`src/rtl/sii_l2t_pkg.sv`:
```
// Shared definitions for the SII -> L2T inbound request tracker.
//
// Contents:
//   trk_state_e   per-bank framing state (IDLE waits for a header,
//                 DATA walks the payload beats of a write)
//   DEF_*         default parameter values used by the tracker modules
//   cnt_w()       width of an outstanding-entry counter that can hold
//                 0..IQ_DEPTH inclusive
//   beat_w()      width of the payload beat counter, never below 1 bit
package sii_l2t_pkg;

  typedef enum logic {
    ST_IDLE = 1'b0,
    ST_DATA = 1'b1
  } trk_state_e;

  localparam int DEF_NUM_BANKS     = 8;
  localparam int DEF_REQ_W         = 32;
  localparam int DEF_IQ_DEPTH      = 16;
  localparam int DEF_WR_BIT        = 27;
  localparam int DEF_PAYLOAD_BEATS = 4;
  localparam int DEF_STAT_W        = 16;

  function automatic int cnt_w(input int iq_depth);
    return $clog2(iq_depth + 1);
  endfunction

  // A single payload beat would give $clog2(1) = 0; keep one bit so the
  // counter stays a legal vector.
  function automatic int beat_w(input int payload_beats);
    return (payload_beats > 1) ? $clog2(payload_beats) : 1;
  endfunction

endpackage

```
`src/rtl/sii_l2t_bank_trk.sv`:
```
// Single-bank tracker: outstanding-entry credit counter, header/payload
// framing FSM, sticky error flags and (optionally) a saturating request
// counter.
//
// Optional feature macro: SII_L2T_TRACKER_STATS_EN (adds req_stat).
//
// Ports:
//   iol2clk    clock
//   rst        asynchronous active-high reset
//   req_vld    header-beat valid for this bank
//   req_wr     write bit of the header on the request bus
//   dequeue    one-cycle pulse per freed inbound-queue entry
//   enable     gates error capture and statistics
//   clr_err    synchronous clear of the sticky flags (set wins)
//   iq_cnt     outstanding entries, 0..IQ_DEPTH
//   ovf_err    sticky overflow flag
//   unf_err    sticky underflow flag
//   proto_err  sticky framing flag (header valid during payload)
//   req_stat   accepted-header count, saturating (macro only)
module sii_l2t_bank_trk
  import sii_l2t_pkg::*;
#(
  parameter int IQ_DEPTH      = DEF_IQ_DEPTH,
  parameter int PAYLOAD_BEATS = DEF_PAYLOAD_BEATS,
  parameter int STAT_W        = DEF_STAT_W
) (
  input  logic                       iol2clk,
  input  logic                       rst,
  input  logic                       req_vld,
  input  logic                       req_wr,
  input  logic                       dequeue,
  input  logic                       enable,
  input  logic                       clr_err,
  output logic [cnt_w(IQ_DEPTH)-1:0] iq_cnt,
  output logic                       ovf_err,
  output logic                       unf_err,
  output logic                       proto_err
`ifdef SII_L2T_TRACKER_STATS_EN
  ,
  output logic [STAT_W-1:0]          req_stat
`endif
);

  localparam int CW = cnt_w(IQ_DEPTH);
  localparam int BW = beat_w(PAYLOAD_BEATS);
  localparam logic [CW-1:0] DEPTH_C   = CW'(IQ_DEPTH);
  localparam logic [BW-1:0] LAST_BEAT = BW'(PAYLOAD_BEATS - 1);

  trk_state_e    state_reg, state_next;
  logic [BW-1:0] beat_reg,  beat_next;
  logic [CW-1:0] cnt_reg,   cnt_next;
  logic          ovf_reg,   ovf_next;
  logic          unf_reg,   unf_next;
  logic          proto_reg, proto_next;

  logic is_idle;
  logic inc;
  logic dec;
  logic hit_ovf;
  logic hit_unf;
  logic hit_proto;

  // Event decode. A header is only a request while the bank is idle; a
  // valid seen during payload is a framing fault and takes no credit.
  always_comb begin
    is_idle   = (state_reg == ST_IDLE);
    inc       = req_vld & is_idle;
    dec       = dequeue;
    hit_ovf   = inc & ~dec & (cnt_reg == DEPTH_C);
    hit_unf   = dec & ~inc & (cnt_reg == '0);
    hit_proto = req_vld & ~is_idle;
  end

  // Credit counter: simultaneous inc/dec cancel, both ends saturate.
  always_comb begin
    cnt_next = cnt_reg;
    if (inc && !dec && (cnt_reg != DEPTH_C)) begin
      cnt_next = cnt_reg + CW'(1);
    end else if (dec && !inc && (cnt_reg != '0)) begin
      cnt_next = cnt_reg - CW'(1);
    end
  end

  // Framing FSM. The beat counter is loaded with PAYLOAD_BEATS-1 and the
  // bank leaves DATA on the cycle it reads zero, so a write occupies
  // exactly PAYLOAD_BEATS cycles after its header. It keeps running even
  // when a stray header arrives mid-payload.
  always_comb begin
    state_next = state_reg;
    beat_next  = beat_reg;
    case (state_reg)
      ST_IDLE: begin
        if (req_vld && req_wr) begin
          state_next = ST_DATA;
          beat_next  = LAST_BEAT;
        end
      end
      ST_DATA: begin
        if (beat_reg == '0) begin
          state_next = ST_IDLE;
        end else begin
          beat_next = beat_reg - BW'(1);
        end
      end
      default: begin
        state_next = ST_IDLE;
        beat_next  = '0;
      end
    endcase
  end

  // Sticky flags: a qualifying set beats a clear in the same cycle.
  always_comb begin
    ovf_next   = ovf_reg;
    unf_next   = unf_reg;
    proto_next = proto_reg;
    if (enable && hit_ovf)        ovf_next = 1'b1;
    else if (clr_err)             ovf_next = 1'b0;
    if (enable && hit_unf)        unf_next = 1'b1;
    else if (clr_err)             unf_next = 1'b0;
    if (enable && hit_proto)      proto_next = 1'b1;
    else if (clr_err)             proto_next = 1'b0;
  end

  always_ff @(posedge iol2clk or posedge rst) begin
    if (rst) begin
      state_reg <= ST_IDLE;
      beat_reg  <= '0;
      cnt_reg   <= '0;
      ovf_reg   <= 1'b0;
      unf_reg   <= 1'b0;
      proto_reg <= 1'b0;
    end else begin
      state_reg <= state_next;
      beat_reg  <= beat_next;
      cnt_reg   <= cnt_next;
      ovf_reg   <= ovf_next;
      unf_reg   <= unf_next;
      proto_reg <= proto_next;
    end
  end

  assign iq_cnt    = cnt_reg;
  assign ovf_err   = ovf_reg;
  assign unf_err   = unf_reg;
  assign proto_err = proto_reg;

`ifdef SII_L2T_TRACKER_STATS_EN
  logic [STAT_W-1:0] stat_reg, stat_next;

  // Counts every accepted header (overflowing ones included); holds at
  // all-ones and is only cleared by reset.
  always_comb begin
    stat_next = stat_reg;
    if (enable && inc && (stat_reg != '1)) begin
      stat_next = stat_reg + STAT_W'(1);
    end
  end

  always_ff @(posedge iol2clk or posedge rst) begin
    if (rst) begin
      stat_reg <= '0;
    end else begin
      stat_reg <= stat_next;
    end
  end

  assign req_stat = stat_reg;
`endif

endmodule

```
`src/rtl/sii_l2t_req_tracker.sv`:
```
// Inbound request tracker between SII and the L2 tag banks. Slices the
// per-bank buses, instantiates one sii_l2t_bank_trk per bank and
// registers the OR of every sticky flag.
//
// Optional feature macro: SII_L2T_TRACKER_STATS_EN (adds req_stat).
//
// Ports:
//   iol2clk             clock
//   rst                 asynchronous active-high reset
//   sii_l2t_req         request buses, bank b at [b*REQ_W +: REQ_W]
//   sii_l2t_req_vld     header-beat valid per bank
//   l2t_sii_iq_dequeue  queue-entry free pulse per bank
//   enable              gates error capture and statistics
//   clr_err             synchronous clear of all sticky flags
//   iq_cnt              outstanding entries, cnt_w(IQ_DEPTH) bits per bank
//   ovf_err/unf_err/proto_err  sticky flags per bank
//   err_any             registered OR of all sticky flags (one edge later)
//   req_stat            per-bank accepted-header counts (macro only)
module sii_l2t_req_tracker
  import sii_l2t_pkg::*;
#(
  parameter int NUM_BANKS     = DEF_NUM_BANKS,
  parameter int REQ_W         = DEF_REQ_W,
  parameter int IQ_DEPTH      = DEF_IQ_DEPTH,
  parameter int WR_BIT        = DEF_WR_BIT,
  parameter int PAYLOAD_BEATS = DEF_PAYLOAD_BEATS,
  parameter int STAT_W        = DEF_STAT_W
) (
  input  logic                                 iol2clk,
  input  logic                                 rst,
  input  logic [NUM_BANKS*REQ_W-1:0]           sii_l2t_req,
  input  logic [NUM_BANKS-1:0]                 sii_l2t_req_vld,
  input  logic [NUM_BANKS-1:0]                 l2t_sii_iq_dequeue,
  input  logic                                 enable,
  input  logic                                 clr_err,
  output logic [NUM_BANKS*cnt_w(IQ_DEPTH)-1:0] iq_cnt,
  output logic [NUM_BANKS-1:0]                 ovf_err,
  output logic [NUM_BANKS-1:0]                 unf_err,
  output logic [NUM_BANKS-1:0]                 proto_err,
  output logic                                 err_any
`ifdef SII_L2T_TRACKER_STATS_EN
  ,
  output logic [NUM_BANKS*STAT_W-1:0]          req_stat
`endif
);

  localparam int CW = cnt_w(IQ_DEPTH);

  logic err_any_reg;

  // Only the write bit of each header steers the tracker; the remaining
  // request bits are folded here so every input bit has a sink.
  logic req_unused;
  assign req_unused = ^sii_l2t_req;

  genvar gi;
  generate
    for (gi = 0; gi < NUM_BANKS; gi++) begin : g_bank
      sii_l2t_bank_trk #(
        .IQ_DEPTH      (IQ_DEPTH),
        .PAYLOAD_BEATS (PAYLOAD_BEATS),
        .STAT_W        (STAT_W)
      ) u_trk (
        .iol2clk   (iol2clk),
        .rst       (rst),
        .req_vld   (sii_l2t_req_vld[gi]),
        .req_wr    (sii_l2t_req[gi*REQ_W + WR_BIT]),
        .dequeue   (l2t_sii_iq_dequeue[gi]),
        .enable    (enable),
        .clr_err   (clr_err),
        .iq_cnt    (iq_cnt[gi*CW +: CW]),
        .ovf_err   (ovf_err[gi]),
        .unf_err   (unf_err[gi]),
        .proto_err (proto_err[gi])
`ifdef SII_L2T_TRACKER_STATS_EN
        ,
        .req_stat  (req_stat[gi*STAT_W +: STAT_W])
`endif
      );
    end
  endgenerate

  // Built from the flag registers, so it trails them by one edge.
  always_ff @(posedge iol2clk or posedge rst) begin
    if (rst) begin
      err_any_reg <= 1'b0;
    end else begin
      err_any_reg <= |{ovf_err, unf_err, proto_err};
    end
  end

  assign err_any = err_any_reg;

endmodule

```
`config.mk`:
```
export PLATFORM = sky130hd
export DESIGN_NAME = sii_l2t_req_tracker
export DESIGN_NICKNAME = d
export VERILOG_FILES = /design/src/rtl/sii_l2t_pkg.sv /design/src/rtl/sii_l2t_bank_trk.sv /design/src/rtl/sii_l2t_req_tracker.sv
export SDC_FILE = /design/constraint.sdc
export NUM_CORES = 1
export LEC_CHECK = 0
export ABC_CLOCK_PERIOD_IN_PS = 3750
export BUFFER_PORTS_ARGS = -buffer_cell sky130_fd_sc_hd__buf_2
export CORE_AREA = 2 2 131 133
export CTS_CLUSTER_SIZE = 40
export DETAILED_ROUTE_END_ITERATION = 8
export DIE_AREA = 0 0 133 135
export GPL_ROUTABILITY_DRIVEN = 1
export GPL_TIMING_DRIVEN = 0
export PLACE_DENSITY = 0.7
export SYNTH_ARGS = -nofsm -noshare
export SYNTH_HDL_FRONTEND = slang
export SYNTH_SLANG_ARGS = --single-unit
```
`constraint.sdc`:
```
create_clock -name iol2clk -period 3.75 [get_ports iol2clk]
set_input_delay 0.5625 -clock iol2clk [delete_from_list [all_inputs] [get_ports iol2clk]]
set_output_delay 0.5625 -clock iol2clk [all_outputs]
set_load 0.01 [all_outputs]
```
==> impl_results.md <==
* Share of cells above drive strength 1 at 0.241
* Row cnt at 47
* Antenna Cells at 0
* Worst R2R Setup Slack at 1080 ps
* Syn. warnings at 0
* Predominant post-synthesis flop cell: dfrtp_1
* Worst Path Max Fanout at 6
* Crit path to: g_bank[6].u_trk.iq_cnt[4]
* Worst Path Required at 3960 ps
* IO Count at 341
* Drt pass-1 iters at 4
* Gpl congestion at 0.861
* Tmin final at 2670 ps
* Register bit total from synthesis at a little under 90
* Relative slew slack at 0.539
* Global-route wire length before repair at 22400 um
* WL final at about 13000 um
* Area grow syn2layout at 18.8%
* DR vias/cell at 5.00
* Top-area cell type share of the netlist area at 0.397
* Period utilisation layout at 0.711
* Fin area at 6650 sq um
* Clock Root Buffer: clkbuf_16
* Worst r2r dst: g_bank[6].u_trk.iq_cnt[4]
* TritonCTS clock tree: done
* 1st-iter DRT viols at between 200 and 250
* Worst min path class: in -> async
* Final hold vios at 0
* Detailed placer's ending HPWL at 10100 um
* Inst Count DP at about 880
* Top cells by count, synth: 89 x dfrtp_1, 64 x inv_1, 45 x nand2_1
* Mean Syn Cell Area at between 9 and 10 sq um
* CP max-delay cell: or4_4
* Total grt overflow at 0
* Ys async rst share at 1.00
* Reg clk slew, reported paths at approximately 70 ps
* Die W at 133 um
* Critical path class: reg -> reg
* Synth cell types at 42
* Status: completed
* Die area at 18000 sq um
* Reg2Reg Launch Point: g_bank[6].u_trk.iq_cnt[1]
* Leading area contributor after synthesis: dfrtp_1
* Synthesized instance count at 568
* Antenna Nets Post-Route at 0
* Area contributors post-synth: dfrtp_1 40%, ha_1 7.8%, inv_1 4.3%
* Skew final at roughly 6.7 ps
* Core area at 16400 sq um
* Most numerous cell in the Yosys netlist: dfrtp_1
* Critical Path Source: g_bank[6].u_trk.iq_cnt[1]
* TritonCTS Sinks at 89
* Num CTS Buffers at 9
* Unrepaired setup endpoints after global routing: false
* Post-CTS sizing at 0
* Post-synth EDFFs at 0
* Max clock buf depth at 2
* Worst path cell trace: or4_4 -> o21ai_4 -> inv_1 -> fa_1 -> nand3b_1 -> nand2_1 -> mux4_2
* Setup tns final at 0 ps
* H-tree depth at 3
* Synthesized net count at 887
* DP Area at 6360 sq um
* Max Freq at 0.375 GHz
* Net count, final at a little under 1000
* Starting Density at 0.341
* Worst reg-to-reg path cell count at 7
* Maximum capacitance violations at 0
* Final Util at 0.406
* Final cell count without fillers at 895
* Worst Setup End Kind: flop
* Clk_lat worst skew at 340 ps
* WL/cell at 15.0 um
* Via count at 4472
* Die height at roughly 140 um
* Largest register FFs at 40
* Sequential share of the synthesized area at 0.397
* Worst slew pin tran at ~690 ps
* Final max-slew violation count at 0
* Peak VDD IR at 0.461 mV
* DR DRC count at 0
* Tot GR Track Use at 0.159
* Largest net degree at the start of global routing at 47
* Input/output buffers at 90
* PD cells at 833 nW/um^2
* Number of global-route vias before repair at approximately 4400
* Initial antenna violation count at 1
* Hold bufs inserted after CTS at 0
* Setup-failing EPs final at 0
* CP max stage delay at 570 ps
* Arrival time worst endpoint at 2880 ps
* Setup bufs post-CTS at 0
* Total power at between 5 and 6 mW
* Type of origin of the critical path: flop
* Mapped Area at 5600 sq um
* Leak at 3.09 nW
==> cell families after synthesis <==
family | after synthesis | synth area share
buffers and inverters | 96 | 0.0804
adders and majority gates | 43 | 0.107
muxes | 19 | 0.0572
DFF | 89 | 0.397
and+or+nand+nor | 162 | 0.152
xor gates and xnor gates | 28 | 0.0438
AOI/OAI and AO/OA | 131 | 0.162
==> worst min path at each step <==
stage / start / end / slack, ps
after CTS: rst / g_bank[7].u_trk.iq_cnt[2] / 310
after global placement: g_bank[1].u_trk.beat_reg[0] / g_bank[1].u_trk.beat_reg[0] / 450
after floorplan: g_bank[0].u_trk.beat_reg[0] / g_bank[0].u_trk.beat_reg[0] / 440
after detailed placement: g_bank[0].u_trk.beat_reg[0] / g_bank[0].u_trk.beat_reg[0] / 460
after global routing: rst / g_bank[7].u_trk.iq_cnt[2] / 340
final: rst / g_bank[7].u_trk.iq_cnt[2] / 300
==> metal layers <==
| metal | GRT usage | part of all wire | routed length [um] |
|---|---|---|---|
| met5 | 0 | 0.00097 | 13 |
| met4 | 0.0442 | 0.016 | 211 |
| met3 | 0.0589 | 0.067 | 906 |
| met2 | 0.246 | 0.44 | 5980 |
| met1 | 0.209 | 0.47 | 6350 |
==> layout make-up <==
class | count | area (sq um)
clock buffer | 15 | 288
clock inverter | 1 | 7.51
buffer | 32 | 210
sequential | 89 | 2230
tap | 220 | 275
fill | 1621 | 9750
timing repair buffer | 91 | 478
multi-input combinational | 383 | 2930
inverter | 64 | 243
==> critical path, delay by kind of cell, from the launching register on <==
| kind | cells | cell delay, ps |
|---|---|---|
| AOI/OAI and AO/OA | 1 | 250 |
| adders and majority gates | 1 | 400 |
| buffers and inverters | 1 | 90 |
| DFF | 1 | 440 |
| muxes | 1 | 490 |
| and+or+nand+nor | 3 | 850 |
==> cell usage in the layout, fill, tap and decap left out, drive strengths merged, types with 4 or more instances in the layout <==
cell type / count
o211ai: 19
buf: 116
o32ai: 8
a32oi: 5
or4: 8
xor2: 15
inv: 64
nand2b: 9
mux2: 6
nand2: 45
a31oi: 6
or2: 5
nor2b: 13
o21ai: 18
nor4: 14
a21oi: 38
fa: 8
mux4: 8
o22ai: 8
o221ai: 7
ha: 35
xnor2: 13
nand3: 12
mux2i: 5
nand4: 5
nor2: 40
clkbuf: 22
a21o: 15
nor3: 4
dfrtp: 89
==> report_power, final <==
part | internal [mW] | switching, mW | total (mW)
clock network | 0.523 | 0.362 | 0.885
registers | 1.36 | 0.506 | 1.86
logic | 1.37 | 1.42 | 2.79
==> through the flow <==
step | hold slack (ps) | worst slack (ps)
finish | 296 | 1080
floorplan | 440 | 881
global placement | 452 | -335
detailed placement | 457 | 1080
CTS | 314 | 1090
global route | 339 | 931
(Power assumes the default switching activity.)
